$ cat src/rtl/key_event_ctrl.sv
// key_event_ctrl: shared debounce sample tick, per-key pending latches and a
// round-robin arbiter that turns key presses into a valid/ready code stream.

// One pending-request latch per key.
module key_pend_lane (
  input  logic clk,
  input  logic rst_n,
  input  logic set,   // qualified press pulse for this key
  input  logic gnt,   // arbiter grants this key this cycle
  output logic pend,
  output logic lost   // press arrived while a request was already waiting
);
  logic pend_q, pend_d;

  // A press on the grant cycle wins over the clear, so that press is kept and
  // becomes a second event instead of being counted as lost.
  always_comb begin
    pend_d = set | (pend_q & ~gnt);
    lost   = set & pend_q & ~gnt;
  end

  // Pending flop.
  always_ff @(posedge clk or negedge rst_n) begin
    if (!rst_n) pend_q <= 1'b0;
    else        pend_q <= pend_d;
  end

  assign pend = pend_q;
endmodule

module key_event_ctrl #(
  parameter int NUM_KEYS = 4,
  parameter int CODE_W   = 2,
  parameter int TICK_DIV = 4096
) (
  input  logic                clk,
  input  logic                rst_n,
  input  logic                en,
  input  logic [NUM_KEYS-1:0] key_pulse,
  output logic                sample_tick,
  output logic                evt_valid,
  output logic [CODE_W-1:0]   evt_code,
  input  logic                evt_ready,
  output logic [NUM_KEYS-1:0] pend,
  output logic                overflow,
  input  logic                clr_overflow
);
  localparam int CNT_W = $clog2(TICK_DIV);

  logic [CNT_W-1:0]      cnt_q, cnt_d;
  logic                  sample_tick_q, sample_tick_d;
  logic                  evt_valid_q, evt_valid_d;
  logic [CODE_W-1:0]     evt_code_q, evt_code_d;
  logic [CODE_W-1:0]     rr_q, rr_d;
  logic                  overflow_q, overflow_d;
  logic [NUM_KEYS-1:0]   pend_q, lost_vec, gnt_oh, set_vec;
  logic [2*NUM_KEYS-1:0] dbl;
  logic [NUM_KEYS-1:0]   rot;
  logic                  slot_free, gnt_vld;
  logic [CODE_W-1:0]     gnt_idx;
  int                    off, g, n;

  assign set_vec = en ? key_pulse : '0;

  genvar gi;
  generate
    for (gi = 0; gi < NUM_KEYS; gi++) begin : g_lane
      key_pend_lane u_lane (
        .clk  (clk),
        .rst_n(rst_n),
        .set  (set_vec[gi]),
        .gnt  (gnt_oh[gi]),
        .pend (pend_q[gi]),
        .lost (lost_vec[gi])
      );
    end
  endgenerate

  // Tick divider: counts only while enabled, strobe follows the terminal count.
  always_comb begin
    cnt_d         = cnt_q;
    sample_tick_d = 1'b0;
    if (en) begin
      if (cnt_q == CNT_W'(TICK_DIV - 1)) begin
        cnt_d         = '0;
        sample_tick_d = 1'b1;
      end else begin
        cnt_d = cnt_q + CNT_W'(1);
      end
    end
  end

  // Round-robin pick: rotate pend so the pointer sits at bit 0, take the
  // lowest set bit, then rotate the offset back to a key index.
  always_comb begin
    slot_free = ~evt_valid_q | evt_ready;
    dbl       = {pend_q, pend_q} >> rr_q;
    rot       = dbl[NUM_KEYS-1:0];
    gnt_vld   = 1'b0;
    off       = 0;
    for (int k = 0; k < NUM_KEYS; k++) begin
      if (!gnt_vld && rot[k]) begin
        gnt_vld = 1'b1;
        off     = k;
      end
    end
    gnt_vld = gnt_vld & slot_free;
    g = int'(rr_q) + off;
    if (g >= NUM_KEYS) g = g - NUM_KEYS;
    gnt_idx = g[CODE_W-1:0];
    n = g + 1;
    if (n == NUM_KEYS) n = 0;
    for (int i = 0; i < NUM_KEYS; i++) gnt_oh[i] = gnt_vld && (i == g);
  end

  // Output slot, pointer and sticky overflow next-state.
  always_comb begin
    evt_valid_d = evt_valid_q;
    evt_code_d  = evt_code_q;
    rr_d        = rr_q;
    if (gnt_vld) begin
      evt_valid_d = 1'b1;
      evt_code_d  = gnt_idx;
      rr_d        = n[CODE_W-1:0];
    end else if (slot_free) begin
      evt_valid_d = 1'b0;
    end
    overflow_d = (overflow_q & ~clr_overflow) | (|lost_vec);
  end

  // Controller state registers.
  always_ff @(posedge clk or negedge rst_n) begin
    if (!rst_n) begin
      cnt_q         <= '0;
      sample_tick_q <= 1'b0;
      evt_valid_q   <= 1'b0;
      evt_code_q    <= '0;
      rr_q          <= '0;
      overflow_q    <= 1'b0;
    end else begin
      cnt_q         <= cnt_d;
      sample_tick_q <= sample_tick_d;
      evt_valid_q   <= evt_valid_d;
      evt_code_q    <= evt_code_d;
      rr_q          <= rr_d;
      overflow_q    <= overflow_d;
    end
  end

  assign sample_tick = sample_tick_q;
  assign evt_valid   = evt_valid_q;
  assign evt_code    = evt_code_q;
  assign pend        = pend_q;
  assign overflow    = overflow_q;
endmodule

$ cat config.mk
export PLATFORM = sky130hd
export DESIGN_NAME = key_event_ctrl
export DESIGN_NICKNAME = d
export VERILOG_FILES = /design/src/rtl/key_event_ctrl.sv
export SDC_FILE = /design/constraint.sdc
export NUM_CORES = 1
export LEC_CHECK = 0
export CELL_PAD_IN_SITES_DETAIL_PLACEMENT = 0
export CELL_PAD_IN_SITES_GLOBAL_PLACEMENT = 1
export CORE_MARGIN = 2
export CORE_UTILIZATION = 41
export CTS_CLUSTER_DIAMETER = 100
export DETAILED_ROUTE_END_ITERATION = 8
export PLACE_DENSITY_LB_ADDON = 0.1
export SYNTH_ARGS = -nofsm -noshare
export SYNTH_HDL_FRONTEND = slang
export SYNTH_SLANG_ARGS = --single-unit
$ cat constraint.sdc
create_clock -name clk -period 2.8 [get_ports clk]
set_clock_uncertainty 0.1 [all_clocks]
set_input_delay 0.28 -clock clk [delete_from_list [all_inputs] [get_ports clk]]
set_output_delay 0.28 -clock clk [all_outputs]
set_load 0.005 [all_outputs]
# After elaboration in Yosys (flattened, before gate mapping)
# Index checks and enable logic that the tools add are counted.
# op_classes
add_sub_neg	4
mul	0
n_div	0
magnitude_cmp	1
eq_ne	5
shift	1
mux	15
bitwise	26
n_reduce_logical	13
# op_table
cell	n
two-way mux 32 bit	3
equality test 3 x 32 -> 1 bit, first input constant	2
adder 3 x 32 -> 32 bit	1
adder 32 x 2 -> 32 bit, second input constant	1
equality test 2 x 32 -> 1 bit, first input constant	1
equality test 32 x 4 -> 1 bit, second input constant	1
greater-or-equal comparator 32 x 4 -> 1 bit, second input constant	1
logical NOT 32 bit	1
subtractor 32 x 4 -> 32 bit, second input constant	1
bitwise AND 1 bit	14
adder 12 x 1 -> 12 bit, second input constant	1
equality test 12 bit, second input constant	1
two-way mux 12 bit	1
two-way mux 1 bit	9
>> shifter 8 x 2 -> 4 bit	1
logical AND 1 bit	7
inverter 1 bit	6
OR 1 bit	6
two-way mux 4 bit	1
OR reduction 4 bit	1
logical NOT 1 bit	3
two-way mux 2 bit	1
nonzero test 2 bit	1
# word_totals
register_bits	23
latch_bits	0
ramBits	0
romBits	0
out_inout_bits	9
elab_cells	75
n_memories	0

# Depth between registers and ports, before layout
# logic_depth
depth_word	20
depth_mapped	13
ltp_nobuf	12

# Cells and area by module
# A second synthesis with hierarchy kept.
# hier_totals
hier_cells	139
hier_area_um2	1311.3
# modules_own_cells
mod	instances	cells_per_inst	area_per_inst_um2
key_event_ctrl	1	123	1141.1
key_pend_lane	4	4	42.5

# Least setup slack after synthesis
# Ideal clock, no wire load.
# synth_timing
path_type	register -> register
from	register rr_q[1]
to	register overflow_q, in the netlist overflow
arrival_ps	2361
required_time_ps	2629
setup_slack_ps	268
stages_incl_launch_ff	14
n_path_buf	1
cell_sequence	dfrtp_1 clkbuf_1 or2b_1 a2bb2oi_1 o211ai_1 o31a_1 ha_1 xnor2_1 and4_4 or2_1 ha_1 a21boi_0 nand3_1 nand4_1
# synth_via
elab_chain_cells	20
word_cells_on_any_way	37
cone_classes	add/sub (2); order compare (1); eq/ne (3); shift (1); mux (8); bitwise (10); reduce/logical (12)
# synth_rtl
element	line_no	text
start, declared	54	logic [CODE_W-1:0] rr_q, rr_d;
start signal, assigned	145	rr_q <= rr_d;
>> shifter 8 x 2 -> 4 bit	97	dbl = {pend_q, pend_q} >> rr_q;
two-way mux 1 bit	102	if (!gnt_vld && rot[k]) begin
logical NOT 1 bit	102	
logical AND 1 bit	102	
two-way mux 1 bit	102	
logical NOT 1 bit	102	
logical AND 1 bit	102	
two-way mux 1 bit	102	
(+5 left out)	-	
two-way mux 32 bit	109	if (g >= NUM_KEYS) g = g - NUM_KEYS;
equality test 2 x 32 -> 1 bit (tied with other cells)	113	for (int i = 0; i < NUM_KEYS; i++) gnt_oh[i] = gnt_vld && (i == g);
logical AND 1 bit	113	
inverter 1 bit	19	lost = set & pend_q & ~gnt;
bitwise AND 1 bit	19	
OR reduction 4 bit (*)	128	overflow_d = (overflow_q & ~clr_overflow) | (|lost_vec);
OR 1 bit (*)	128	
net overflow_d	55	logic overflow_q, overflow_d;
end signal, assigned	146	overflow_q <= overflow_d;
end, declared	55	
# Mark *: on every way through the listed nets, which the timed path passes. The rest lies on a longest branch.
# A chain may end at the register's enable or synchronous reset.

# Final worst setup path
# Same ends and word-level chain as after synthesis.

==> results by group <==
Clocking
  – Root buffer cell: clkbuf_4
  – H-tree levels: 1
  – Clk_lat worst skew: roughly 0.30 ns
  – CTS buffer count: 3
  – Clk pin slew, worst setup/hold paths: 0.12 ns
  – CTS tree: yes
  – Max Root-Sink Buffers: 2
  – Clk sink count: 23

Power and ir drop
  – Switching share of power: 0.378
  – Pwr Total: 1.44 mW
  – Internal: roughly 0.9 mW
  – Sequential share of power: 0.376
  – Combinational power share: 0.524
  – LEAKAGE: between 0.7 and 0.8 nW
  – P_sw: ~0.55 mW
  – Power density cells: roughly 900 mW/mm^2
  – Clk pwr share: 0.100
  – VDD IR-drop max: 0.378 mV

STA
  – Max Freq: 0.380 GHz
  – Fin. Hold Viols: 0
  – Worst-margin pin slew: 0.365 ns
  – Setup TNS: 0 ns
  – Slew headroom: 0.756
  – Final Cycle Share: 0.940
  – Final slew viol count: 0
  – Final worst slack: 0.168 ns
  – Final setup fails: 0
  – Tmin final: roughly 2.6 ns

Finish
  – Final net count: between 150 and 200
  – Fraction of layout cells with a size suffix above 1: 0.126
  – Commonest non-fill, non-tap cell in the layout: dfrtp_1
  – Synth-to-Final Area Change: 20.7%
  – Seq. cell area: between 500 and 600 um^2
  – Area occupied by multi-input gates: 669 um^2
  – Fill cells: 318
  – Antenna cell count: 0
  – Highest-count cells in the layout ignoring fill and taps: dfrtp_1, clkdlybuf4s50_1, nand2_1, nor2_1, nand3_1

Routing
  – Routed WL: ~2.5 mm
  – Drt wl/cell: between 10 and 15 um
  – Detailed-route via count: about 1000
  – DR iter-0 viols: between 60 and 70
  – ANT nets after route: 0
  – Residual DRC: 0
  – Vias per Instance: roughly 5.1
  – First-pass detailed-route iteration total: 4

Critical path
  – Setup crit end kind: flip-flop
  – Crit Path Class: reg -> reg
  – Critical path startpoint category: flip-flop
  – CP Data Required Time: roughly 2.9 ns
  – Worst path arrival time: 2.77 ns
  – Worst-path fanout max: 8

Place
  – GP Congestion: 0.831
  – Port bufs: 17
  – Dpl hpwl: about 1.9 mm
  – Pre-CTS WS: approximately 0.16 ns

Die
  – Die Area: about 0.0037 mm^2
  – Starting Density: 0.428
  – I/O Pins: 18
  – Core box area: between 0.003 and 0.004 mm^2
  – Die height: roughly 60 um
  – Row Count: 20
  – Die X: approximately 60 um

Global routing
  – GR Util All Layers: 0.162
  – Largest net degree at the start of global routing: 24
  – Vias in the first global route: about 1000
  – GRT overflow: 0
  – Initial antenna violation count: 0
  – First-pass GRT wire length: 4.37 mm

Synth
  – Post-synth top area cell: dfrtp_1
  – Largest cells by area after synthesis: dfrtp_1, ha_1, nand3_1
  – Post-synthesis sequential area ratio: 0.441
  – Cells after Synth: between 100 and 150
  – Synthesized area: roughly 0.0013 mm^2
  – Ys Warns: 0
  – Synth top area share: 0.441
  – Netlist cell types: 40
  – Synth Area per Inst: 10.0 um^2
  – Syn nets: 145
  – Synth Register Bits: 23

Status
  – Status: complete, no violations

Job
  – Max cap viols: 0

Hold path
  – Min-delay worst type: in -> async
-- worst max-delay path, stage by stage, from the launching register on --
cell	delay, ns
dfrtp_2	0.48
or2b_1	0.26
a2bb2oi_1	0.16
o211ai_1	0.10
o31a_1	0.12
ha_1	0.21
xnor2_2	0.15
and4_4	0.21
or2_1	0.23
ha_1	0.18
a21oi_1	0.16
a32oi_1	0.12
nand4_1	0.09
-- cell families after synthesis --
logic type	synth area share
AOI/OAI and AO/OA	0.133
muxes	0.0278
xor gates and xnor gates	0.0603
DFF	0.441
adders and majority gates	0.0575
buffers and inverters	0.0575
and+or+nand+nor	0.223
-- path summary, 6_finish.rpt --
path | start | endpoint | slack (ns) | depth (start not counted)
min | rst_n | evt_code[0] | 0.22 | 2
max reg2reg | rr_q[1] | overflow | 0.17 | 12
min in group clk | cnt_q[10] | cnt_q[10] | 0.38 | 1
min reg2reg | cnt_q[10] | cnt_q[10] | 0.38 | 1
max | rr_q[1] | overflow | 0.17 | 12
max in group asynchronous | rst_n | rr_q[1] | 2.13 | 2
-- sequential cells by signal, indices dropped and copies added (netlist names) --
register	cells
g_lane.u_lane.pend	4
cnt_q	12
evt_valid	1
rr_q	2
evt_code	2
overflow	1
sample_tick	1
-- per-stage QoR --
| stage | area, um^2 | util | hold slack (ns) | cells |
|---|---|---|---|---|
| 6_report | 1580 | 0.516 | 0.224 | 195 |
| 5_1_grt | 1580 | 0.516 | 0.232 | 195 |
| 4_1_cts | 1550 | 0.509 | 0.222 | 194 |
| 3_5_place_dp | 1530 | 0.500 | 0.358 | 190 |
| 3_3_place_gp | 1530 | 0.500 | 0.361 | 190 |
| 2_1_floorplan | 1310 | - | -0.116 | 130 |
-- synth_stat cells (all sizes together) --
master,n
a21oi,3
a2bb2oi,1
o31a,1
nand3b,1
dfrtp,23
a2111o,1
o31ai,1
o41ai,1
nor3,2
mux2,2
nand2,11
and3b,1
o21ai,4
nor2,9
a32oi,1
a21o,4
inv,7
xor2,4
o22ai,1
a21boi,2
or2b,1
or3,1
nand2b,6
and4,2
buf,5
ha,6
and3,2
nand4,4
a31oi,1
mux2i,1
or2,1
nor4b,1
clkbuf,2
o211ai,2
nor4,1
nand3,9
xnor2,5
-- cell type report --
| type | instances | share of cell area |
|---|---|---|
| Inverter | 7 | 0.0167 |
| Timing Repair Buffer | 24 | 0.141 |
| Clock buffer | 4 | 0.0167 |
| Sequential cell | 23 | 0.366 |
| Tap cell | 44 | 0.0349 |
| Multi-Input combinational cell | 93 | 0.425 |
-- routing by layer --
| metal | part of all wire | GRT usage | wire (um) |
|---|---|---|---|
| met5 | 0 | 0 | 0 |
| met4 | 0.011 | 0.0714 | 28 |
| met3 | 0.023 | 0.0277 | 56 |
| met2 | 0.52 | 0.284 | 1290 |
| met1 | 0.45 | 0.196 | 1110 |
-- power by group through the flow --
stage	clock network (mW)	registers, mW	logic, mW
3_3_place_gp	0	0.545	0.713
3_5_place_dp	0	0.547	0.720
4_1_cts	0.157	0.542	0.725
6_report	0.144	0.542	0.755
2_1_floorplan	0	0.525	0.529
5_1_grt	0.169	0.563	0.868
-- timing repair --
action | in CTS | in global routing
hold endpoints to repair | 0 | 0
endpoints found under the setup margin | 0 | 1
buffers inserted | 0 | 1
resized for setup | 0 | 5
hold buffers | 0 | 0
(Power assumes the default switching activity.)
